### config.mk
export PLATFORM = sky130hd
export DESIGN_NAME = sonar_varredura
export DESIGN_NICKNAME = d
export VERILOG_FILES = /design/src/rtl/sonar_varredura.sv
export SDC_FILE = /design/constraint.sdc
export NUM_CORES = 1
export LEC_CHECK = 0
export CAP_MARGIN = 20
export CORE_MARGIN = 2
export CORE_UTILIZATION = 45
export CTS_BUF_LIST = sky130_fd_sc_hd__clkbuf_16
export DETAILED_ROUTE_END_ITERATION = 8
export DONT_BUFFER_PORTS = 1
export SYNTH_ARGS = -nofsm -noshare
export SYNTH_HDL_FRONTEND = slang
export SYNTH_SLANG_ARGS = --single-unit
### constraint.sdc
create_clock -name clock -period 6 [get_ports clock]
set_clock_uncertainty 0.05 [all_clocks]
set_input_delay 1.2 -clock clock [delete_from_list [all_inputs] [get_ports clock]]
set_output_delay 1.2 -clock clock [all_outputs]
set_load 0.01 [all_outputs]
### src/rtl/sonar_varredura.sv
// Sonar sweep controller: steps the servo, triggers HC-SR04 measurements and
// streams one 7-byte ASCII frame per position ("Pp,ddd#") over the serial TX.
module sonar_varredura #(
    parameter int unsigned N_POS   = 8,
    parameter int unsigned POS_W   = 4,
    parameter int unsigned SETTLE  = 50000000,
    parameter int unsigned TIMEOUT = 1500000
) (
    input  logic             clock,
    input  logic             reset,
    input  logic             ligar,
    input  logic             modo,
    output logic             medir,
    input  logic             fim_medicao,
    input  logic [11:0]      medida,
    output logic [POS_W-1:0] posicao,
    output logic             tx_partida,
    output logic [7:0]       tx_dado,
    input  logic             tx_pronto,
    output logic             fim_posicao,
    output logic             erro_timeout,
    output logic [3:0]       db_estado
);

    localparam int unsigned SET_W = (SETTLE > 1) ? $clog2(SETTLE) : 1;
    localparam int unsigned TO_W  = (TIMEOUT > 2) ? $clog2(TIMEOUT) : 1;
    localparam int unsigned K_W   = 3;

    localparam logic [3:0] INICIAL    = 4'd0;
    localparam logic [3:0] ESPERA     = 4'd1;
    localparam logic [3:0] MEDE       = 4'd2;
    localparam logic [3:0] AGUARDA    = 4'd3;
    localparam logic [3:0] PREPARA    = 4'd4;
    localparam logic [3:0] TRANSMITE  = 4'd5;
    localparam logic [3:0] AGUARDA_TX = 4'd6;
    localparam logic [3:0] ATUALIZA   = 4'd7;

    localparam logic [POS_W-1:0] POS_LAST = POS_W'(N_POS - 1);
    localparam logic [SET_W-1:0] SET_LAST = SET_W'(SETTLE - 1);
    localparam logic [TO_W-1:0]  TO_LAST  = TO_W'(TIMEOUT - 2);
    localparam logic [K_W-1:0]   K_LAST   = K_W'(6);

    logic [3:0]       state, state_nxt;
    logic [SET_W-1:0] settle_cnt, settle_nxt;
    logic [TO_W-1:0]  tout_cnt, tout_nxt;
    logic [K_W-1:0]   k, k_nxt;
    logic [POS_W-1:0] pos_nxt;
    logic             dir_up, dir_nxt;
    logic             erro_nxt;
    logic [11:0]      med_q, med_nxt;
    logic [7:0]       tx_dado_nxt;
    logic             medir_nxt, partida_nxt, fim_pos_nxt;

    // Byte idx of the frame for the given position/measurement.
    function automatic logic [7:0] frame_byte(input logic [K_W-1:0] idx,
                                              input logic [3:0]     pos,
                                              input logic [11:0]    med,
                                              input logic           err);
        logic [7:0] b;
        logic [3:0] dig;
        b   = 8'h23;
        dig = 4'd0;
        case (idx)
            3'd0: b = 8'h50;
            3'd1: b = (pos < 4'd10) ? 8'h30 + {4'd0, pos} : 8'h37 + {4'd0, pos};
            3'd2: b = 8'h2C;
            3'd3, 3'd4, 3'd5: begin
                if (idx == 3'd3)      dig = med[11:8];
                else if (idx == 3'd4) dig = med[7:4];
                else                  dig = med[3:0];
                b = err ? 8'h2D : 8'h30 + {4'd0, dig};
            end
            default: b = 8'h23;
        endcase
        return b;
    endfunction

    always_ff @(posedge clock) begin
        if (reset) begin
            state        <= INICIAL;
            settle_cnt   <= '0;
            tout_cnt     <= '0;
            k            <= '0;
            posicao      <= '0;
            dir_up       <= 1'b1;
            erro_timeout <= 1'b0;
            med_q        <= '0;
            tx_dado      <= '0;
            medir        <= 1'b0;
            tx_partida   <= 1'b0;
            fim_posicao  <= 1'b0;
        end else begin
            state        <= state_nxt;
            settle_cnt   <= settle_nxt;
            tout_cnt     <= tout_nxt;
            k            <= k_nxt;
            posicao      <= pos_nxt;
            dir_up       <= dir_nxt;
            erro_timeout <= erro_nxt;
            med_q        <= med_nxt;
            tx_dado      <= tx_dado_nxt;
            medir        <= medir_nxt;
            tx_partida   <= partida_nxt;
            fim_posicao  <= fim_pos_nxt;
        end
    end

    assign db_estado = state;

    // Pulse outputs are registered from the state being entered, so each is
    // high exactly during its state's cycle.
    always_comb begin
        state_nxt   = state;
        settle_nxt  = settle_cnt;
        tout_nxt    = tout_cnt;
        k_nxt       = k;
        pos_nxt     = posicao;
        dir_nxt     = dir_up;
        erro_nxt    = erro_timeout;
        med_nxt     = med_q;
        tx_dado_nxt = tx_dado;
        medir_nxt   = 1'b0;
        partida_nxt = 1'b0;
        fim_pos_nxt = 1'b0;

        case (state)
            INICIAL: begin
                if (ligar) begin
                    state_nxt  = ESPERA;
                    settle_nxt = '0;
                end
            end
            ESPERA: begin
                if (settle_cnt == SET_LAST) begin
                    state_nxt = MEDE;
                    medir_nxt = 1'b1;
                end else begin
                    settle_nxt = settle_cnt + SET_W'(1);
                end
            end
            MEDE: begin
                tout_nxt  = '0;
                state_nxt = AGUARDA;
            end
            AGUARDA: begin
                // The medir cycle counts toward the allowed window.
                if (fim_medicao) begin
                    med_nxt   = medida;
                    erro_nxt  = 1'b0;
                    state_nxt = PREPARA;
                end else if (tout_cnt == TO_LAST) begin
                    erro_nxt  = 1'b1;
                    state_nxt = PREPARA;
                end else begin
                    tout_nxt = tout_cnt + TO_W'(1);
                end
            end
            PREPARA: begin
                k_nxt       = '0;
                state_nxt   = TRANSMITE;
                partida_nxt = 1'b1;
                tx_dado_nxt = frame_byte(K_W'(0), 4'(posicao), med_q, erro_timeout);
            end
            TRANSMITE: begin
                state_nxt = AGUARDA_TX;
            end
            AGUARDA_TX: begin
                if (tx_pronto) begin
                    if (k == K_LAST) begin
                        state_nxt   = ATUALIZA;
                        fim_pos_nxt = 1'b1;
                    end else begin
                        k_nxt       = k + K_W'(1);
                        state_nxt   = TRANSMITE;
                        partida_nxt = 1'b1;
                        tx_dado_nxt = frame_byte(k + K_W'(1), 4'(posicao), med_q, erro_timeout);
                    end
                end
            end
            ATUALIZA: begin
                if (!modo) begin
                    pos_nxt = (posicao == POS_LAST) ? '0 : posicao + POS_W'(1);
                end else if (posicao == POS_LAST) begin
                    pos_nxt = posicao - POS_W'(1);
                    dir_nxt = 1'b0;
                end else if (posicao == '0) begin
                    pos_nxt = posicao + POS_W'(1);
                    dir_nxt = 1'b1;
                end else begin
                    pos_nxt = dir_up ? posicao + POS_W'(1) : posicao - POS_W'(1);
                end
                settle_nxt = '0;
                state_nxt  = ligar ? ESPERA : INICIAL;
            end
            default: state_nxt = INICIAL;
        endcase
    end

endmodule
==> results of run 1 <==
==> worst reg2reg max path, delay by kind of cell (launching register included) <==
| kind | cells | cell delay [ns] |
|---|---|---|
| AOI/OAI and AO/OA | 1 | 0.86 |
| DFF | 1 | 0.68 |
| and+or+nand+nor | 3 | 0.81 |
==> layout make-up <==
cell class / instances / share of cell area
Clock buffer: 9 / 0.04983
Clock inverter: 6 / 0.01855
Inverter: 15 / 0.01246
Multi-Input combinational cell: 402 / 0.5296
Sequential cell: 81 / 0.3588
Tap cell: 111 / 0.03073
==> cells by family after synthesis <==
| kind of cell | Yosys count |
|---|---|
| muxes | 7 |
| DFF | 81 |
| and+or+nand+nor | 246 |
| adders and majority gates | 11 |
| xor gates and xnor gates | 40 |
| buffers and inverters | 41 |
| other | 1 |
| AOI/OAI and AO/OA | 96 |
==> where the power goes <==
part	switching [mW]	internal [mW]	leakage [nW]
Sequential	0.00380	0.540	0.653
Clock	0.220	0.360	0.145
Combinational	0.0118	0.00522	0.806
==> worst paths after layout <==
path,endpoint,slack (ns),depth (start not counted)
worst max-delay path,settle_cnt[5]$_SDFFE_PP0P_,3.45,4
worst min-delay path,med_q[3]$_SDFFE_PP0P_,0.40,2
worst max register to register,settle_cnt[5]$_SDFFE_PP0P_,3.45,4
worst min register to register,med_q[3]$_SDFFE_PP0P_,0.40,2
==> state kept, by name (all words and copies together) (netlist names) <==
name,flops
tout_cnt,21
fim_posicao,1
erro_timeout,1
dir_up,1
db_estado,3
tx_partida,1
posicao,4
medir,1
k,3
tx_dado,7
settle_cnt,26
med_q,12
==> per-stage QoR <==
step / setup WS [ns] / std cells / utilization / power (mW)
global placement: 3.264 / 609 / 0.4622 / 0.5724
finish: 3.446 / 624 / 0.4962 / 1.140
CTS: 3.421 / 624 / 0.4962 / 1.152
global route: 3.175 / 624 / 0.4962 / 1.179
detailed placement: 3.217 / 609 / 0.4622 / 0.5726
floorplan: 3.470 / 524 / - / 0.5737
==> cell usage in the layout (no fill, tap or decap), types with 3 or more instances in the layout <==
master / netlist / routed
o211ai_1: 6 / 6
nor2b_1: 3 / 3
nor3_1: 12 / 12
a21oi_1: 35 / 35
o21ai_0: 17 / 17
or3_1: 8 / 8
xor2_1: 24 / 24
nand2_1: 70 / 70
a31oi_1: 5 / 5
a211oi_1: 8 / 8
or4_1: 4 / 4
mux2i_1: 5 / 5
inv_1: 14 / 14
a22oi_1: 4 / 4
nand3_1: 27 / 27
ha_1: 11 / 11
nor2_1: 72 / 72
xnor2_1: 16 / 16
and3_1: 9 / 9
and4_1: 5 / 5
and2_1: 5 / 5
dfxtp_1: 81 / 81
clkbuf_16: 0 / 9
nand3b_1: 3 / 3
nand4_1: 11 / 11
==> per-layer routing <==
metal | wire length (um) | up-vias | part of all wire
met5 | 0 | - | 0
met4 | 131 | 0 | 0.015
met3 | 276 | 11 | 0.031
met2 | 4095 | 51 | 0.46
met1 | 4387 | 1630 | 0.49
li1 | - | 1804 | -
==> impl_metrics.yaml, run 1 <==
route:
  avgRoutedWirePerCell_um: 14.25
  wirelength_mm: 8.891
  post-route-drc-count: 0
  vias_per_cell: 5.603
  first_iter_violations: 109
  final_antenna_net_count: 0
  dr_total_vias: 3496
  first_pass_iters: 4
clock_tree:
  cts_tree: "done"
  cts-resized-gates: 0
  holdBufCountCts: 0
  post_cts_buffers: 0
  clock-sinks: 81
  clock_path_buffers: 2
  clk_pin_slew_worst_paths_ns: 0.06
  clockRootBuffer: "clkbuf_16"
  htree_levels: 3
  cts_buffers: 9
  clkLatencyLatePin_ns: 0.33
finish:
  final_nets: 538
  seq_area_mm2: 0.001622
  n_fill_cell: 900
  final_area_mm2: 0.004519
  drive_above_1_share: 0.05653
  multi_input_area_mm2: 0.002394
  n_antenna_cell: 0
  synthToLayoutAreaGrowth_pct: 8.176
die:
  core_area_mm2: 0.009109
  die_width_um: 100.4
  ios: 38
  dieArea_mm2: 0.01007
  die_h_um: 100.4
  rows: 35
  start_util: 0.4587
synth:
  synth.top_cells.by_count: "dfxtp_1, nor2_1, nand2_1"
  synth_seq_cells: 81
  synth_adder_area_share: 0.03294
  synth_compound_area_frac: 0.1456
  synth_top_area_share: 0.3881
  synthFlopType: "dfxtp_1"
  muxShareOfSynthArea: 0.01737
  synth_top_family_by_area: "simple AND/OR/NAND/NOR gates"
  yosysWarningCount: 0
  synth_edf_count: 0
  synthArstFlopShare: 0
  synth_xor_area_frac: 0.08386
  synth_cells: 523
  netlist_area_mm2: 0.004178
  yosysSeqAreaShare: 0.3881
  synthSimpleGateAreaFrac: 0.2914
  postSynthAreaPerCell_um2: 7.988
  synth_area_leaders: "dfxtp_1, nor2_1, nand2_1"
  yosysTopAreaCell: "dfxtp_1"
  ys_types: 59
  yosysMostFrequentCell: "dfxtp_1"
hold_path:
  hold_path_class: "flop to flop"
  min_from: "med_q[3]$_SDFFE_PP0P_"
power_and_ir_drop:
  power_density_mw_per_mm2: 252.3
  leakagePower_nw: 1.604
  ir_drop_v: 0.0001062
worst_setup_path:
  cp-end-kind: "flop"
  crit_path_cell_trace: "nand2_1, nor2_1, a311o_1, nor2_1"
  reg2reg_from: "db_estado[1]$_SDFFE_PP0P_"
  arrival_ns: 2.69
  path_class: "flop to flop"
  crit_required_ns: 6.13
  cp-start-kind: "flop"
  cp_max_fo: 24
  critPathMaxStageDelay_ns: 0.86
  critPathBufInv: 0
  cp_top_family: "compound AO/OA/AOI/OAI gates"
  crit_start: "db_estado[1]$_SDFFE_PP0P_"
  cp_common_cell: "nor2_1"
  cp_slowest_cell: "a311o_1"
global_route:
  met1_usage: 0.2506
  first_global_vias: 3356
  met2_usage: 0.3098
  grt-busiest-layer: "met2"
  met3_usage: 0.03482
  antenna_found_initial: 0
  grt_first_pass_wirelength_mm: 15.50
  grt_overflow: 0
  grt_max_degree: 44
  grt_usage: 0.1888
sta:
  finalHoldViolations: 0
  fin_crit_sh: 0.4257
  relSlewSlack: 0.3392
  fmax_mhz: 391.5
  setup_tns_ns: 0
  setup_viol: 0
  min_period_ns: 2.554
  rsz0062_at_grt: "false"
  final-max-slew-violation-count: 0
  hold_ws_ns: 0.3965
  worstMarginPinSlew_ns: 0.9911
placed_design:
  dpl_cell_area_mm2: 0.004210
  post-dp-hpwl_mm: 6.153
  numPortBuffers: 0
  gp_congestion: 0.8133
run_status:
  outcome: "completed"
flow_run:
  max_cap_viol_count: 0
Note: power is estimated with default switching activity, not from simulation.
==> run 2, diff against run 1 <==
Clock period 6 ns to 2.5 ns, I/O delays scaled along.
==> run 2 against run 1 <==
Effect of this change:
- critical path depth grew 3
- first-iteration DRC count grew 42%
- via count shrank 0.43%
- utilization grew 0.93 points
- clock-buffer cell count is the same
- global-route usage shrank 0.25 points
- register-to-register slack lost 3.2 ns
- critical endpoint is now tout_cnt[20]$_SDFFE_PP0P_
- largest cell class unchanged
==> impl_metrics.yaml, run 2 (synthesis results as in run 1) <==
clock_tree:
  post_cts_buffers: 0
  cts-resized-gates: 0
  holdBufCountCts: 0
  clkLatencyLatePin_ns: 0.33
  cts_buffers: 9
  clk_pin_slew_worst_paths_ns: 0.06
  clockRootBuffer: "clkbuf_16"
  clock-sinks: 81
  htree_levels: 3
  cts_tree: "done"
  clock_path_buffers: 2
power_and_ir_drop:
  pwr-share-seq: 0.476
  comb_power_share: 0.018
  leakagePower_nw: 1.663
  p_switching_uw: 551.0
  clockPowerShare: 0.507
  ir_drop_v: 0.0003573
  switching_share: 0.2013
  power_density_mw_per_mm2: 594.4
  p_int_mw: 2.186
finish:
  n_antenna_cell: 0
  largest_reg_flops: 26
  final_util: 0.5055
  seq_area_mm2: 0.001622
  drive_above_1_share: 0.07634
  fin_cells: 635
  synthToLayoutAreaGrowth_pct: 10.21
  final_nets: 548
  regMostFlops: "settle_cnt"
  reg_top3: "settle_cnt: 26 flops, tout_cnt: 21 flops, med_q: 12 flops"
  n_fill_cell: 891
  layout_commonest_cell: "dfxtp_1"
  multi_input_area_mm2: 0.002395
  layout_common_cells: "dfxtp_1, nor2_1, nand2_1"
sta:
  relSlewSlack: 0.5755
  min_period_ns: 2.225
  rsz0062_at_grt: "false"
  setup_tns_ns: 0
  final-max-slew-violation-count: 0
  worstMarginPinSlew_ns: 0.6285
  fin_crit_sh: 0.8899
  finalHoldViolations: 0
  fmax_mhz: 449.5
  setup_viol: 0
placed_design:
  place_inst: 619
  gp_congestion: 0.8456
  post-dp-hpwl_mm: 6.333
  numPortBuffers: 0
global_route:
  first_global_vias: 3207
  grt_overflow: 0
  grt_usage: 0.1864
  grt_first_pass_wirelength_mm: 15.30
  grt_max_degree: 44
  antenna_found_initial: 0
route:
  first_pass_iters: 5
  final_antenna_net_count: 0
  post-route-drc-count: 0
  vias_per_cell: 5.482
  avgRoutedWirePerCell_um: 14.11
  wirelength_mm: 8.961
  dr_total_vias: 3481
  first_iter_violations: 155
worst_setup_path:
  r2r_slack_ns: 0.28
  critPathBufInv: 0
  crit_required_ns: 2.66
  reg2reg_to: "tout_cnt[20]$_SDFFE_PP0P_"
  arrival_ns: 2.39
  crit_path_cell_trace: "ha_1, or3b_2, nor4_2, o211ai_1, nand4_1, xor2_1, nor2_1"
  cp_top_family: "simple AND/OR/NAND/NOR gates"
  cp_slowest_cell: "or3b_2"
  cp-end-kind: "flop"
  cp-start-kind: "flop"
  crit_start: "tout_cnt[1]$_SDFFE_PP0P_"
  cp_max_fo: 5
  critPathMaxStageDelay_ns: 0.45
  r2r_cells: 7
  path_class: "flop to flop"
  reg2reg_from: "tout_cnt[1]$_SDFFE_PP0P_"
flow_run:
  max_cap_viol_count: 0
die:
  dieArea_mm2: 0.01007
  die_h_um: 100.4
  ios: 38
  rows: 35
  core_area_mm2: 0.009109
  start_util: 0.4587
  die_width_um: 100.4
hold_path:
  min_delay_path_depth: 1
  hold_path_end: "med_q[0]$_SDFFE_PP0P_"
  min_from: "reset"
  hold_path_class: "input pin to flop"
run_status:
  outcome: "completed"
-- run 2: power by group through the flow --
stage	Combinational, mW	Clock (mW)	Sequential (mW)
floorplan	0.0487	0	1.33
global placement	0.0483	0	1.33
detailed placement	0.0483	0	1.33
CTS	0.0486	1.42	1.30
global route	0.0541	1.47	1.30
finish	0.0484	1.39	1.30
-- run 2: how the worst max path moves through the flow --
stage                                endpoint  slack, ns  cells past startpoint
floorplan             posicao[3]$_SDFFE_PP0N_       0.46                      8
global placement      posicao[3]$_SDFFE_PP0N_       0.26                      8
detailed placement   tout_cnt[1]$_SDFFE_PP0P_       0.23                      8
CTS                   posicao[3]$_SDFFE_PP0N_       0.21                      8
global route        tout_cnt[20]$_SDFFE_PP0P_       0.04                      8
finish              tout_cnt[20]$_SDFFE_PP0P_       0.28                      7
-- run 2: layer usage --
metal | global-route usage | up-vias | part of all wire
met4 | 0.04110 | 0 | 0.010
met1 | 0.2580 | 1602 | 0.50
met5 | 0 | - | 0
li1 | - | 1816 | -
met2 | 0.2963 | 56 | 0.46
met3 | 0.04387 | 7 | 0.027
-- run 2: final cells by class --
| class | count | area share |
|---|---|---|
| sequential | 81 | 0.3522 |
| multi-input combinational | 402 | 0.5201 |
| clock inverter | 7 | 0.02011 |
| tap | 111 | 0.03016 |
| inverter | 15 | 0.01223 |
| timing repair buffer | 10 | 0.01630 |
| clock buffer | 9 | 0.04891 |
-- run 2: through the flow --
step	power, mW	hold WS [ns]	cell area (um^2)	worst slack (ns)
3_5_place_dp	1.379	0.3921	4285	0.2336
2_1_floorplan	1.377	0.3812	4182	0.4587
5_1_grt	2.828	0.1708	4604	0.03761
6_report	2.737	0.1837	4604	0.2754
3_3_place_gp	1.378	0.3867	4285	0.2588
4_1_cts	2.774	0.1767	4603	0.2057
==> run 3, diff against run 2 <==
Settings changed: CORE_ASPECT_RATIO from default to 0.9, CORE_MARGIN 2 to 1, CORE_UTILIZATION 45 to 35.
==> run 3 against run 2 <==
Effect of this change:
- die area is 23% higher
- sequential share of layout area is 0.61 points lower
- total power is 5.1% higher
- combinational power is 4% lower
- setup slack worse by 0.027 ns
==> impl_metrics.yaml, run 3 (synthesis results as in run 1) <==
power_and_ir_drop:
  p_int_mw: 2.288
  comb_power_share: 0.016
  switching_share: 0.2047
  leakagePower_nw: 1.678
  p_switching_uw: 589.0
  power_density_mw_per_mm2: 613.9
  ir_drop_v: 0.0003389
  power.total_mw: 2.877
  clockPowerShare: 0.532
  pwr-share-seq: 0.452
sta:
  min_period_ns: 2.251
  fin_crit_sh: 0.9006
  worstMarginPinSlew_ns: 0.5950
  setup_tns_ns: 0
  fmax_mhz: 444.2
  final-max-slew-violation-count: 0
  relSlewSlack: 0.5981
  rsz0062_at_grt: "false"
  setup_viol: 0
  finalHoldViolations: 0
  hold_ws_ns: 0.1754
route:
  first_iter_violations: 261
  wirelength_mm: 9.298
  post-route-drc-count: 0
  final_antenna_net_count: 0
  dr_total_vias: 3518
  avgRoutedWirePerCell_um: 13.67
  vias_per_cell: 5.174
  first_pass_iters: 4
finish:
  n_fill_cell: 1121
  n_antenna_cell: 0
  drive_above_1_share: 0.07634
  final_nets: 548
  layout_commonest_cell: "dfxtp_1"
  layout_common_cells: "dfxtp_1, nor2_1, nand2_1"
  synthToLayoutAreaGrowth_pct: 12.16
  regMostFlops: "settle_cnt"
  reg_top3: "settle_cnt: 26 flops, tout_cnt: 21 flops, med_q: 12 flops"
  largest_reg_flops: 26
global_route:
  antenna_found_initial: 0
  grt_usage: 0.1550
  grt_overflow: 0
  first_global_vias: 3244
  grt_max_degree: 44
  grt_first_pass_wirelength_mm: 15.26
flow_run:
  max_cap_viol_count: 0
worst_setup_path:
  cp_top_family: "simple AND/OR/NAND/NOR gates"
  cp_num_cells: 7
  cp-end-kind: "flop"
  crit_required_ns: 2.67
  path_class: "flop to flop"
  arrival_ns: 2.42
  crit_path_cell_trace: "ha_1, or3b_2, nor4_2, a21o_1, and2_1, or4_1, a21oi_1"
  cp-start-kind: "flop"
  cp_max_fo: 11
  critPathBufInv: 0
  r2r_cells: 7
  critPathMaxStageDelay_ns: 0.44
  cp_slowest_cell: "or3b_2"
die:
  die_h_um: 105.6
  dieArea_mm2: 0.01238
  ios: 38
  die_width_um: 117.2
  core_area_mm2: 0.01153
  rows: 37
  start_util: 0.3624
hold_path:
  hold_path_class: "input pin to flop"
  min_delay_path_depth: 1
clock_tree:
  clock-sinks: 81
  holdBufCountCts: 0
  clock_path_buffers: 2
  clockRootBuffer: "clkbuf_16"
  cts_buffers: 9
  clk_pin_slew_worst_paths_ns: 0.07
  clkLatencyLatePin_ns: 0.34
  htree_levels: 3
  cts_tree: "done"
placed_design:
  gp_congestion: 0.7748
  post-dp-hpwl_mm: 6.606
  numPortBuffers: 0
run_status:
  outcome: "completed"
-- run 3: final timing paths --
check                      startpoint                  endpoint  slack, ns
max          tout_cnt[1]$_SDFFE_PP0P_  tout_cnt[1]$_SDFFE_PP0P_       0.25
min                             reset     med_q[2]$_SDFFE_PP0P_       0.18
max reg2reg  tout_cnt[1]$_SDFFE_PP0P_  tout_cnt[1]$_SDFFE_PP0P_       0.25
min reg2reg     med_q[2]$_SDFFE_PP0P_     med_q[2]$_SDFFE_PP0P_       0.40
-- run 3: routing by layer --
metal	part of all wire	GRT usage	up-vias	wire length [um]
met4	0.019	0.06420	0	180
li1	-	-	1813	-
met1	0.49	0.2004	1633	4567
met5	0	0	-	0
met3	0.038	0.03163	16	354
met2	0.45	0.2483	56	4195
-- run 3: final cells by class --
class | count | area, um^2 | area share
clock buffers | 9 | 225.2 | 0.04806
flip-flops and latches | 81 | 1622 | 0.3461
well taps | 156 | 195.2 | 0.04166
repair buffers | 10 | 75.07 | 0.01602
clock inverters | 7 | 118.9 | 0.02537
multi-input cells | 402 | 2394 | 0.5108
inverters | 15 | 56.30 | 0.01202
-- run 3: power groups by stage --
stage	sequential [mW]	combinational, mW	clock, mW
final	1.30	0.0465	1.53
after global routing	1.30	0.0526	1.61
after CTS	1.30	0.0470	1.54
after detailed placement	1.33	0.0467	0
after global placement	1.33	0.0466	0
after floorplan	1.33	0.0487	0
-- run 3: repair_timing --
item,in CTS,in global routing
resized for setup,0,1
endpoints found under the hold margin,0,0
setup endpoints to repair,0,1
setup buffers,0,0
-- run 3: metrics by stage --
step	setup WS [ns]	util	cell area, um^2	std cells
floorplan	0.4587	-	4182	524
finish	0.2486	0.4065	4686	680
global route	0.02344	0.4065	4686	680
detailed placement	0.1715	0.3766	4342	664
CTS	0.1531	0.4065	4686	680
global placement	0.2387	0.3766	4342	664
